File: config.mk
export PLATFORM = sky130hd
export DESIGN_NAME = ack_scheduler_flat
export DESIGN_NICKNAME = d
export VERILOG_FILES = /design/src/rtl/ack_sched_pkg.sv /design/src/rtl/ack_scheduler_if.sv /design/src/rtl/ack_timeout_timer.sv /design/src/rtl/ack_scheduler.sv /design/src/flat_wrapper.sv
export SDC_FILE = /design/constraint.sdc
export NUM_CORES = 1
export LEC_CHECK = 0
export ABC_AREA = 1
export BUFFER_PORTS_ARGS = -buffer_cell sky130_fd_sc_hd__buf_2
export CAP_MARGIN = 10
export CELL_PAD_IN_SITES_DETAIL_PLACEMENT = 1
export CELL_PAD_IN_SITES_GLOBAL_PLACEMENT = 2
export CORE_ASPECT_RATIO = 0.6
export CORE_MARGIN = 5
export CORE_UTILIZATION = 22
export CTS_BUF_LIST = sky130_fd_sc_hd__clkbuf_4 sky130_fd_sc_hd__clkbuf_8
export DETAILED_ROUTE_END_ITERATION = 8
export GPL_TIMING_DRIVEN = 1
export PLACE_DENSITY_LB_ADDON = 0.3
export SYNTH_ARGS = -nofsm -noshare
export SYNTH_HDL_FRONTEND = slang
export SYNTH_HIERARCHICAL = 1
export SYNTH_SLANG_ARGS = --single-unit
export TNS_END_PERCENT = 50
File: constraint.sdc
create_clock -name i_clk -period 1.5 [get_ports i_clk]
set_clock_uncertainty 0.05 [all_clocks]
set_input_delay 0.15 -clock i_clk [delete_from_list [all_inputs] [get_ports i_clk]]
set_output_delay 0.15 -clock i_clk [all_outputs]
set_load 0.02 [all_outputs]
File: src/rtl/ack_sched_pkg.sv
// rtl/ack_sched_pkg.sv - shared types and constants for the ACK return scheduler
package ack_sched_pkg;

    typedef enum logic [1:0] {
        IDLE = 2'd0,
        REQ  = 2'd1,
        COOL = 2'd2
    } ack_state_e;

    // ACKs returned by one piggybacked ACK bit
    localparam int ACK_CHUNK = 8;
    // Width of the pending ACK count
    localparam int CNT_W     = 8;

endpackage

File: src/rtl/ack_scheduler_if.sv
// rtl/ack_scheduler_if.sv - ACK counter / flit packer / TX arbiter signals around the scheduler
//  slave  : the scheduler's view (i_* in, o_* out)
//  master : the surrounding link-layer logic's view
interface ack_scheduler_if;
    import ack_sched_pkg::*;

    logic             i_ack_en;
    logic [CNT_W-1:0] i_retry_num_ack;
    logic             i_retry_set_ack_bit;
    logic             i_force_ack;
    logic             i_tx_flit_valid;
    logic             i_tx_flit_ready;
    logic             o_tx_ack_bit;
    logic             o_dec_num_ack;
    logic             o_llcrd_req;
    logic             i_llcrd_gnt;
    logic             o_llcrd_full_ack_sent;
    logic [CNT_W-1:0] o_llcrd_ack_cnt;

    modport slave (
        input  i_ack_en, i_retry_num_ack, i_retry_set_ack_bit, i_force_ack,
               i_tx_flit_valid, i_tx_flit_ready, i_llcrd_gnt,
        output o_tx_ack_bit, o_dec_num_ack, o_llcrd_req,
               o_llcrd_full_ack_sent, o_llcrd_ack_cnt
    );

    modport master (
        output i_ack_en, i_retry_num_ack, i_retry_set_ack_bit, i_force_ack,
               i_tx_flit_valid, i_tx_flit_ready, i_llcrd_gnt,
        input  o_tx_ack_bit, o_dec_num_ack, o_llcrd_req,
               o_llcrd_full_ack_sent, o_llcrd_ack_cnt
    );

endinterface

File: src/rtl/ack_timeout_timer.sv
// rtl/ack_timeout_timer.sv - saturating up-counter with clear/enable and terminal-count flag
//  i_clk, i_rst_n : clock, synchronous active-low reset
//  i_clr          : clear to 0 (wins over enable)
//  i_en           : count up, saturating at MAX
//  o_tc           : counter equals MAX
module ack_timeout_timer #(
    parameter  int MAX = 32,
    localparam int W   = $clog2(MAX + 1)
) (
    input  logic i_clk,
    input  logic i_rst_n,
    input  logic i_clr,
    input  logic i_en,
    output logic o_tc
);

    logic [W-1:0] cnt_q, cnt_d;

    always_comb begin
        cnt_d = cnt_q;
        if (i_clr) begin
            cnt_d = '0;
        end else if (i_en && (cnt_q != W'(MAX))) begin
            cnt_d = cnt_q + 1'b1;
        end
    end

    always_ff @(posedge i_clk) begin
        if (!i_rst_n) begin
            cnt_q <= '0;
        end else begin
            cnt_q <= cnt_d;
        end
    end

    assign o_tc = (cnt_q == W'(MAX));

endmodule

File: src/rtl/ack_scheduler.sv
// rtl/ack_scheduler.sv - decides piggyback vs. full-ACK LLCRD return of pending retry ACKs
//  i_clk, i_rst_n : clock, synchronous active-low reset
//  bus (slave)    : ACK counter status/decrement, flit packer handshake + ACK bit,
//                   TX arbiter LLCRD request/grant and full-ACK count
module ack_scheduler
    import ack_sched_pkg::*;
#(
    parameter int ACK_TIMEOUT = 32,
    parameter int FULL_THRESH = 192
) (
    input  logic            i_clk,
    input  logic            i_rst_n,
    ack_scheduler_if.slave  bus
);

    ack_state_e state_q, state_d;

    logic fire;
    logic active;
    logic cnt_nz;
    logic cnt_full;
    logic piggyback;
    logic full_sent;
    logic timer_tc;

    assign fire     = bus.i_tx_flit_valid & bus.i_tx_flit_ready;
    // Reset is folded in so a grant landing in the reset cycle cannot
    // make the counter drop ACKs that were never sent.
    assign active   = i_rst_n & bus.i_ack_en;
    assign cnt_nz   = (bus.i_retry_num_ack != '0);
    assign cnt_full = (bus.i_retry_num_ack >= CNT_W'(FULL_THRESH));

    // Only IDLE may piggyback: in REQ/COOL the counter is being (or was just)
    // zeroed by the LLCRD, so a second decrement would underflow it.
    assign piggyback = active & bus.i_retry_set_ack_bit & fire & (state_q == IDLE);
    assign full_sent = active & (state_q == REQ) & bus.i_llcrd_gnt;

    ack_timeout_timer #(
        .MAX (ACK_TIMEOUT)
    ) u_timer (
        .i_clk   (i_clk),
        .i_rst_n (i_rst_n),
        .i_clr   (!bus.i_ack_en || !cnt_nz || piggyback || full_sent),
        .i_en    (state_q == IDLE),
        .o_tc    (timer_tc)
    );

    always_comb begin
        state_d = state_q;
        case (state_q)
            IDLE: begin
                // A simultaneous piggyback takes priority; the request is
                // re-evaluated next cycle against the reduced count.
                if (cnt_nz && (timer_tc || cnt_full || bus.i_force_ack) && !piggyback) begin
                    state_d = REQ;
                end
            end
            REQ: begin
                if (bus.i_llcrd_gnt) begin
                    state_d = COOL;
                end
            end
            // One cycle for the counter to reflect the full subtraction
            COOL:    state_d = IDLE;
            default: state_d = IDLE;
        endcase
        if (!bus.i_ack_en) begin
            state_d = IDLE;
        end
    end

    always_ff @(posedge i_clk) begin
        if (!i_rst_n) begin
            state_q <= IDLE;
        end else begin
            state_q <= state_d;
        end
    end

    assign bus.o_tx_ack_bit          = piggyback;
    assign bus.o_dec_num_ack         = piggyback;
    assign bus.o_llcrd_req           = (state_q == REQ);
    assign bus.o_llcrd_full_ack_sent = full_sent;
    assign bus.o_llcrd_ack_cnt       = (active && (state_q == REQ)) ? bus.i_retry_num_ack : '0;

endmodule

File: src/flat_wrapper.sv
// flat-port wrapper written by rule: the top's interface ports become plain ports
module ack_scheduler_flat import ack_sched_pkg::*;
#(
    parameter int ACK_TIMEOUT = 32,
    parameter int FULL_THRESH = 192
)
  (i_clk, i_rst_n, bus_i_ack_en, bus_i_retry_num_ack, bus_i_retry_set_ack_bit, bus_i_force_ack, bus_i_tx_flit_valid, bus_i_tx_flit_ready, bus_i_llcrd_gnt, bus_o_tx_ack_bit, bus_o_dec_num_ack, bus_o_llcrd_req, bus_o_llcrd_full_ack_sent, bus_o_llcrd_ack_cnt);
  ack_scheduler_if bus_i ();
  input  logic i_clk;
  input  logic i_rst_n;
  input wire logic [$bits(bus_i.i_ack_en)-1:0] bus_i_ack_en;
  input wire logic [$bits(bus_i.i_retry_num_ack)-1:0] bus_i_retry_num_ack;
  input wire logic [$bits(bus_i.i_retry_set_ack_bit)-1:0] bus_i_retry_set_ack_bit;
  input wire logic [$bits(bus_i.i_force_ack)-1:0] bus_i_force_ack;
  input wire logic [$bits(bus_i.i_tx_flit_valid)-1:0] bus_i_tx_flit_valid;
  input wire logic [$bits(bus_i.i_tx_flit_ready)-1:0] bus_i_tx_flit_ready;
  input wire logic [$bits(bus_i.i_llcrd_gnt)-1:0] bus_i_llcrd_gnt;
  output wire logic [$bits(bus_i.o_tx_ack_bit)-1:0] bus_o_tx_ack_bit;
  output wire logic [$bits(bus_i.o_dec_num_ack)-1:0] bus_o_dec_num_ack;
  output wire logic [$bits(bus_i.o_llcrd_req)-1:0] bus_o_llcrd_req;
  output wire logic [$bits(bus_i.o_llcrd_full_ack_sent)-1:0] bus_o_llcrd_full_ack_sent;
  output wire logic [$bits(bus_i.o_llcrd_ack_cnt)-1:0] bus_o_llcrd_ack_cnt;
  assign bus_i.i_ack_en = bus_i_ack_en;
  assign bus_i.i_retry_num_ack = bus_i_retry_num_ack;
  assign bus_i.i_retry_set_ack_bit = bus_i_retry_set_ack_bit;
  assign bus_i.i_force_ack = bus_i_force_ack;
  assign bus_i.i_tx_flit_valid = bus_i_tx_flit_valid;
  assign bus_i.i_tx_flit_ready = bus_i_tx_flit_ready;
  assign bus_i.i_llcrd_gnt = bus_i_llcrd_gnt;
  assign bus_o_tx_ack_bit = bus_i.o_tx_ack_bit;
  assign bus_o_dec_num_ack = bus_i.o_dec_num_ack;
  assign bus_o_llcrd_req = bus_i.o_llcrd_req;
  assign bus_o_llcrd_full_ack_sent = bus_i.o_llcrd_full_ack_sent;
  assign bus_o_llcrd_ack_cnt = bus_i.o_llcrd_ack_cnt;
  ack_scheduler #(.ACK_TIMEOUT(ACK_TIMEOUT), .FULL_THRESH(FULL_THRESH)) u_core (.i_clk(i_clk), .i_rst_n(i_rst_n), .bus(bus_i));
endmodule
==> key figures, run 1 <==
STA
  – Slew Limit Fails: 0
  – Total negative setup slack: 0 ns
  – Worst slew margin: 89.2%
  – Min Hold Slack: 0.126 ns
  – Hold Vio Cnt, Final: 0
  – Setup Viol. Count Final: 0
  – Final Critical Period: 1.36 ns
  – RSZ-0062 raised after global routing: no
  – Worst-Margin Slew: 0.160 ns
  – Tcrit/Tclk final: 90.5%
  – Max Freq: 737 MHz

Cells and area
  – Nets: 158
  – Commonest cells after routing, fill and taps aside: inv_1 (29), buf_2 (27), nor2_1 (22)
  – Layout area overhead: 36.7%
  – Utilization after layout: 32.3%
  – # fillers: 358
  – Final Cell Area: 838 µm²
  – Most common cell after layout, fill and taps aside: inv_1
  – Share of layout cells above drive strength 1: 30.4%
  – Sequential cell area: 161 µm²
  – Multi-input combinational cell area: 333 µm²
  – Diodes inserted: 0

Clock tree
  – CTS max path bufs: 2
  – Root Driver: clkbuf_8
  – Later-pin clock latency in the skew report: 0.23 ns
  – Clock slew at reported path FFs: 0.04 ns
  – Cts bufs inserted: 3
  – Post-CTS Hold Buffers: 0
  – Sink Count: 8
  – Clock tree from TritonCTS: yes
  – Htree depth: 1

Logic synthesis
  – Synthesized flop and latch total: 8
  – Synth unique cells: 17
  – Syn_area_per_cell: 5.73 µm²
  – Post-Synthesis Cells: 107
  – YS warnings: 6
  – Post-Syn Area: 613 µm²
  – Syn Nets: 125
  – Sequential-to-total area share from yosys stat: 26.1%

Placement
  – Area after DPL: 796 µm²
  – GP Congestion: 0.773
  – Input/output buffers: 27
  – DPL Wire Length: 1640 µm

Worst setup path
  – Crit path cell chain: inv_1 > ha_1 > nand2_1 > inv_1 > nand3_4 > inv_1 > nor2_1 > nand2_1 > inv_1 > nor2_1 > nand3_1 > nand2_1
  – Worst R2R Path Depth: 12
  – Most frequent CP cell: inv_1
  – Worst path depth: 12
  – Slowest stage delay, CP: 0.37 ns
  – CP startpoint kind: register
  – CP Capture Type: register
  – CP arrival: 1.43 ns
  – Critical path type: reg -> reg
  – Crit path max fanout: 7
  – Crit path required time: 1.57 ns
  – Delay-heaviest family, CP: simple AND/OR/NAND/NOR gates
  – Buf/Inv on CP: 4
  – CP max stage cell: dfxtp_1

Routing
  – Detail-routed via count per cell: 4.28
  – DRC viols: 0
  – Routed len/inst: 10.8 µm
  – Vias: 728
  – Final WL: 1830 µm
  – Post-DRT Antenna Nets: 0
  – Initial DRT Pass Iterations: 4
  – DR iter-0 viols: 7

Min path
  – Worst hold path depth: 3
  – Hold Crit Class: in -> reg

Global route
  – Grt total ovfl: 0
  – Total global-route track usage: 9.81%
  – First-pass GRT wire length: 3040 µm
  – Initial antenna violation count: 0
  – Vias in the first global route: 662
  – Largest net degree at the start of global routing: 10

Pwr
  – Lkg Pwr: 0.513 nW
  – PwrDens: 694 nW/µm²
  – Total power: 0.000582 W
  – Peak supply drop: 0.000527 V

Die
  – I/O pin count: 28
  – Die Ht: 50.9 µm
  – Site row count: 14
  – Initial core utilization: 23.6%
  – Core ar.: 2590 µm²
  – Total die area: 3980 µm²
  – Die width: 78.2 µm

Run
  – Max cap viols: 0

Status
  – Outcome: finished clean
-- kinds of logic (layout without fill, tap and decap cells) --
family                     Yosys count  after routing  share of synthesized area (%)
adders and majority gates            2              2                           4.08
buffers and inverters               31             62                           19.6
and+or+nand+nor                     62             62                           46.9
DFF                                  8              8                           26.1
AOI/OAI and AO/OA                    4              4                           3.26
-- final timing paths --
check,startpoint,endpoint,slack [ns]
worst max-delay path,u_core/u_timer/cnt_q[1]$_SDFFE_PP0P_,u_core/state_q[0]$_SDFFE_PP0P_,0.14
worst min-delay path,bus_i_llcrd_gnt,u_core/state_q[1]$_SDFFE_PP0P_,0.13
worst max register to register,u_core/u_timer/cnt_q[1]$_SDFFE_PP0P_,u_core/state_q[0]$_SDFFE_PP0P_,0.14
worst min register to register,u_core/u_timer/cnt_q[0]$_SDFFE_PP0P_,u_core/u_timer/cnt_q[0]$_SDFFE_PP0P_,0.46
-- synthesized netlist by cell type (all sizes together) --
cell type | number | share of area, %
a21oi | 1 | 0.82
buf | 1 | 1.2
dfxtp | 8 | 26
ha | 2 | 4.1
inv | 30 | 18
nand2 | 23 | 15
nand3 | 10 | 10
nand4 | 2 | 2.0
nor2 | 26 | 18
o21ai | 3 | 2.4
or2 | 1 | 1.0
-- state kept, by name (all words and copies together), names as in the netlist --
signal	cells
u_core/state_q	2
u_core/u_timer/cnt_q	6
-- metrics by stage --
stage	cells	setup WS, ns
5_1_grt	170	0.0494
4_1_cts	170	0.0760
6_report	170	0.143
2_1_floorplan	107	0.0973
3_5_place_dp	167	0.0856
3_3_place_gp	167	0.178
-- timing repair --
action / 4_1_cts / 5_1_grt
gates resized for setup: 0 / 1
buffers inserted: 0 / 0
endpoints found under the setup margin: 0 / 1
-- worst register-to-register path, stage by stage (launching register included) --
cell     delay (ns)
dfxtp_1        0.37
inv_1          0.06
ha_1           0.17
nand2_1        0.07
inv_1          0.06
nand3_4        0.09
inv_1          0.05
nor2_1         0.09
nand2_1        0.06
inv_1          0.06
nor2_1         0.04
nand3_1        0.05
nand2_1        0.05
-- routing by layer --
layer	up-vias	GRT usage, %	routed length (µm)
met5	-	0	0
met2	10	14.1	785
met1	338	13.6	942
met4	0	3.49	14
met3	3	3.51	87
li1	377	-	-
-- power by group --
group	switching [W]	total (W)	internal, W
Combinational	0.0000564	0.0000961	0.0000397
Clock	0.0000857	0.000260	0.000174
Sequential	0.00000572	0.000226	0.000220
-- layout make-up --
cell class / count / area share, %
inverter: 30 / 13.4
timing repair buffer: 29 / 17.9
clock buffer: 3 / 4.93
sequential: 8 / 19.3
multi-input combinational: 68 / 39.7
tap: 32 / 4.78
Power figures use the tool's default switching activity.
==> run 2, diff against run 1 <==
--- a/config.mk
+++ b/config.mk
@@ -9,10 +9,8 @@
 export BUFFER_PORTS_ARGS = -buffer_cell sky130_fd_sc_hd__buf_2
 export CAP_MARGIN = 10
 export CELL_PAD_IN_SITES_DETAIL_PLACEMENT = 1
-export CELL_PAD_IN_SITES_GLOBAL_PLACEMENT = 2
-export CORE_ASPECT_RATIO = 0.6
-export CORE_MARGIN = 5
-export CORE_UTILIZATION = 22
+export CELL_PAD_IN_SITES_GLOBAL_PLACEMENT = 1
+export CORE_UTILIZATION = 30
 export CTS_BUF_LIST = sky130_fd_sc_hd__clkbuf_4 sky130_fd_sc_hd__clkbuf_8
 export DETAILED_ROUTE_END_ITERATION = 8
 export GPL_TIMING_DRIVEN = 1
==> key figures, run 2 (synthesis results as in run 1) <==
Worst setup path
  – CP startpoint kind: register (unchanged)
  – Most frequent CP cell: inv_1 (unchanged)
  – Crit path max fanout: 7 (unchanged)
  – RR Endpoint: u_core/state_q[0]$_SDFFE_PP0P_ (unchanged)
  – Crit path cell chain: inv_1 > ha_1 > nand2_1 > inv_1 > nand3_4 > inv_1 > nor2_1 > nand2_1 > inv_1 > nor2_1 > nand3_1 > nand2_1 (unchanged)
  – Crit path required time: 1.60 ns (was 1.57 ns)
  – Reg-to-reg startpoint: u_core/u_timer/cnt_q[1]$_SDFFE_PP0P_ (unchanged)
  – Slowest stage delay, CP: 0.37 ns (about the same)
  – CP Capture Type: register (unchanged)
  – CP arrival: 1.48 ns (was 1.43 ns)
  – Worst R2R Setup Slack: 0.12 ns (was 0.14 ns)
  – Worst R2R Path Depth: 12 (unchanged)
  – CP max stage cell: dfxtp_1 (unchanged)
  – Critical path type: reg -> reg (unchanged)

Status
  – Outcome: finished clean (unchanged)

Cells and area
  – Layout area overhead: 32.2% (was 36.7%)
  – Utilization after layout: 44.5% (was 32.3%)
  – Commonest cells after routing, fill and taps aside: inv_1 (29), buf_2 (27), nor2_1 (22) (unchanged)
  – Top flop regs: u_core/u_timer/cnt_q: 6 flops, u_core/state_q: 2 flops (unchanged)
  – Share of layout cells above drive strength 1: 30.4% (unchanged)
  – Nets: 158 (unchanged)
  – Most common cell after layout, fill and taps aside: inv_1 (unchanged)
  – Max FFs per register: 6 (unchanged)
  – Reg with most FFs: u_core/u_timer/cnt_q (unchanged)
  – Diodes inserted: 0 (unchanged)

Clock tree
  – Cts bufs inserted: 3 (unchanged)
  – Root Driver: clkbuf_4 (was clkbuf_8)
  – Clock slew at reported path FFs: 0.06 ns (was 0.04 ns)
  – CTS max path bufs: 2 (unchanged)
  – Clock tree from TritonCTS: yes (unchanged)
  – Sink Count: 8 (unchanged)
  – Htree depth: 1 (unchanged)
  – Total setup buffers inserted after CTS: 0 (unchanged)
  – Later-pin clock latency in the skew report: 0.25 ns (was 0.23 ns)

Global route
  – Initial antenna violation count: 0 (unchanged)
  – Largest net degree at the start of global routing: 10 (unchanged)
  – Grt total ovfl: 0 (unchanged)
  – First-pass GRT wire length: 2510 µm (was 3040 µm)
  – Total global-route track usage: 16.1% (was 9.81%)
  – Vias in the first global route: 652 (was 662)

STA
  – Final Critical Period: 1.38 ns (was 1.36 ns)
  – Max Freq: 727 MHz (was 737 MHz)
  – RSZ-0062 raised after global routing: no (unchanged)
  – Hold Vio Cnt, Final: 0 (unchanged)
  – Slew Limit Fails: 0 (unchanged)
  – Total negative setup slack: 0 ns (unchanged)
  – Worst slew margin: 88.4% (was 89.2%)
  – Worst-Margin Slew: 0.173 ns (was 0.160 ns)
  – Tcrit/Tclk final: 91.7% (was 90.5%)
  – Setup Viol. Count Final: 0 (unchanged)

Placement
  – DPL Wire Length: 1300 µm (was 1640 µm)
  – GP Congestion: 0.837 (was 0.773)
  – Input/output buffers: 27 (unchanged)

Routing
  – Vias: 707 (was 728)
  – Final WL: 1550 µm (was 1830 µm)
  – Routed len/inst: 9.50 µm (was 10.8 µm)
  – DR iter-0 viols: 2 (was 7)
  – DRC viols: 0 (unchanged)
  – Initial DRT Pass Iterations: 3 (was 4)
  – Post-DRT Antenna Nets: 0 (unchanged)
  – Detail-routed via count per cell: 4.34 (was 4.28)

Min path
  – Hold Crit Class: in -> reg (unchanged)
  – Worst hold path depth: 3 (unchanged)
  – Min-Delay Startpoint: bus_i_llcrd_gnt (unchanged)
  – Hold path endpoint: u_core/state_q[1]$_SDFFE_PP0P_ (unchanged)

Pwr
  – PwrDens: 600 nW/µm² (was 694 nW/µm²)
  – Peak supply drop: 0.000476 V (was 0.000527 V)
  – Lkg Pwr: 0.505 nW (was 0.513 nW)

Die
  – Site row count: 15 (was 14)
  – Die Ht: 47.2 µm (was 50.9 µm)
  – Core ar.: 1820 µm² (was 2590 µm²)
  – Initial core utilization: 33.7% (was 23.6%)
  – Die width: 47.2 µm (was 78.2 µm)
  – Total die area: 2230 µm² (was 3980 µm²)
  – I/O pin count: 28 (unchanged)

Run
  – Max cap viols: 0 (unchanged)
[run 2: cell count changes in the layout (fill, tap and decap cells not counted)]
cell,previous run,this run
clkbuf_4,0,3
clkbuf_8,3,0
[run 2: layout make-up]
| cell class | count | area [µm²] |
|---|---|---|
| Multi-Input combinational cell | 68 | 333 |
| Sequential cell | 8 | 161 |
| Inverter | 30 | 113 |
| Tap cell | 25 | 31.3 |
| Clock buffer | 3 | 22.5 |
| Timing Repair Buffer | 29 | 150 |
| Fill cell | 272 | 1010 |
[run 2: worst max path at each step]
stage                                         start                        endpoint  slack (ns)  depth (start not counted)
2_1_floorplan        u_core/state_q[0]$_SDFFE_PP0P_                bus_o_tx_ack_bit         0.1                          4
6_report       u_core/u_timer/cnt_q[1]$_SDFFE_PP0P_  u_core/state_q[0]$_SDFFE_PP0P_        0.12                         12
3_5_place_dp   u_core/u_timer/cnt_q[0]$_SDFFE_PP0P_  u_core/state_q[0]$_SDFFE_PP0P_         0.1                         12
3_3_place_gp   u_core/u_timer/cnt_q[0]$_SDFFE_PP0P_  u_core/state_q[0]$_SDFFE_PP0P_        0.19                         12
4_1_cts        u_core/u_timer/cnt_q[0]$_SDFFE_PP0P_  u_core/state_q[0]$_SDFFE_PP0P_        0.09                         12
5_1_grt        u_core/u_timer/cnt_q[1]$_SDFFE_PP0P_  u_core/state_q[0]$_SDFFE_PP0P_       0.004                         12
[run 2: metal layers]
layer / GRT usage, % / vias to the layer above / wire (µm)
met5: 0 / - / 0
met4: 3.43 / 0 / 5
met3: 5.77 / 2 / 76
met2: 29.2 / 18 / 806
met1: 18.0 / 311 / 660
li1: - / 376 / -
[run 2: report_power, final]
group	switching (W)	internal (W)	leakage, nW
Combinational	0.0000558	0.0000400	0.426
Clock	0.0000748	0.0000917	0.0138
Sequential	0.00000533	0.000219	0.0653
Total	0.000136	0.000351	0.505
[run 2: critical path, delay by kind of cell (launching register included)]
| family | cells | cell delay (ns) |
|---|---|---|
| buf+inv | 4 | 0.23 |
| fa+ha+maj | 1 | 0.18 |
| flops | 1 | 0.37 |
| simple gates | 7 | 0.45 |
[run 2: timing repair]
action                     in CTS  in global routing
hold endpoints to repair        0                  0
hold buffers                    0                  0
resized for setup               0                  1
setup endpoints to repair       0                  1
[run 2: metrics by stage]
stage / hold slack, ns / setup WS, ns / instances / area, µm² / total power [W]
after floorplan: 0.235 / 0.0973 / 107 / 613 / 0.000282
after global routing: 0.111 / 0.00435 / 163 / 811 / 0.000521
final: 0.105 / 0.124 / 163 / 811 / 0.000487
after detailed placement: 0.372 / 0.0955 / 160 / 787 / 0.000325
after CTS: 0.102 / 0.0924 / 163 / 810 / 0.000496
after global placement: 0.360 / 0.185 / 160 / 787 / 0.000321
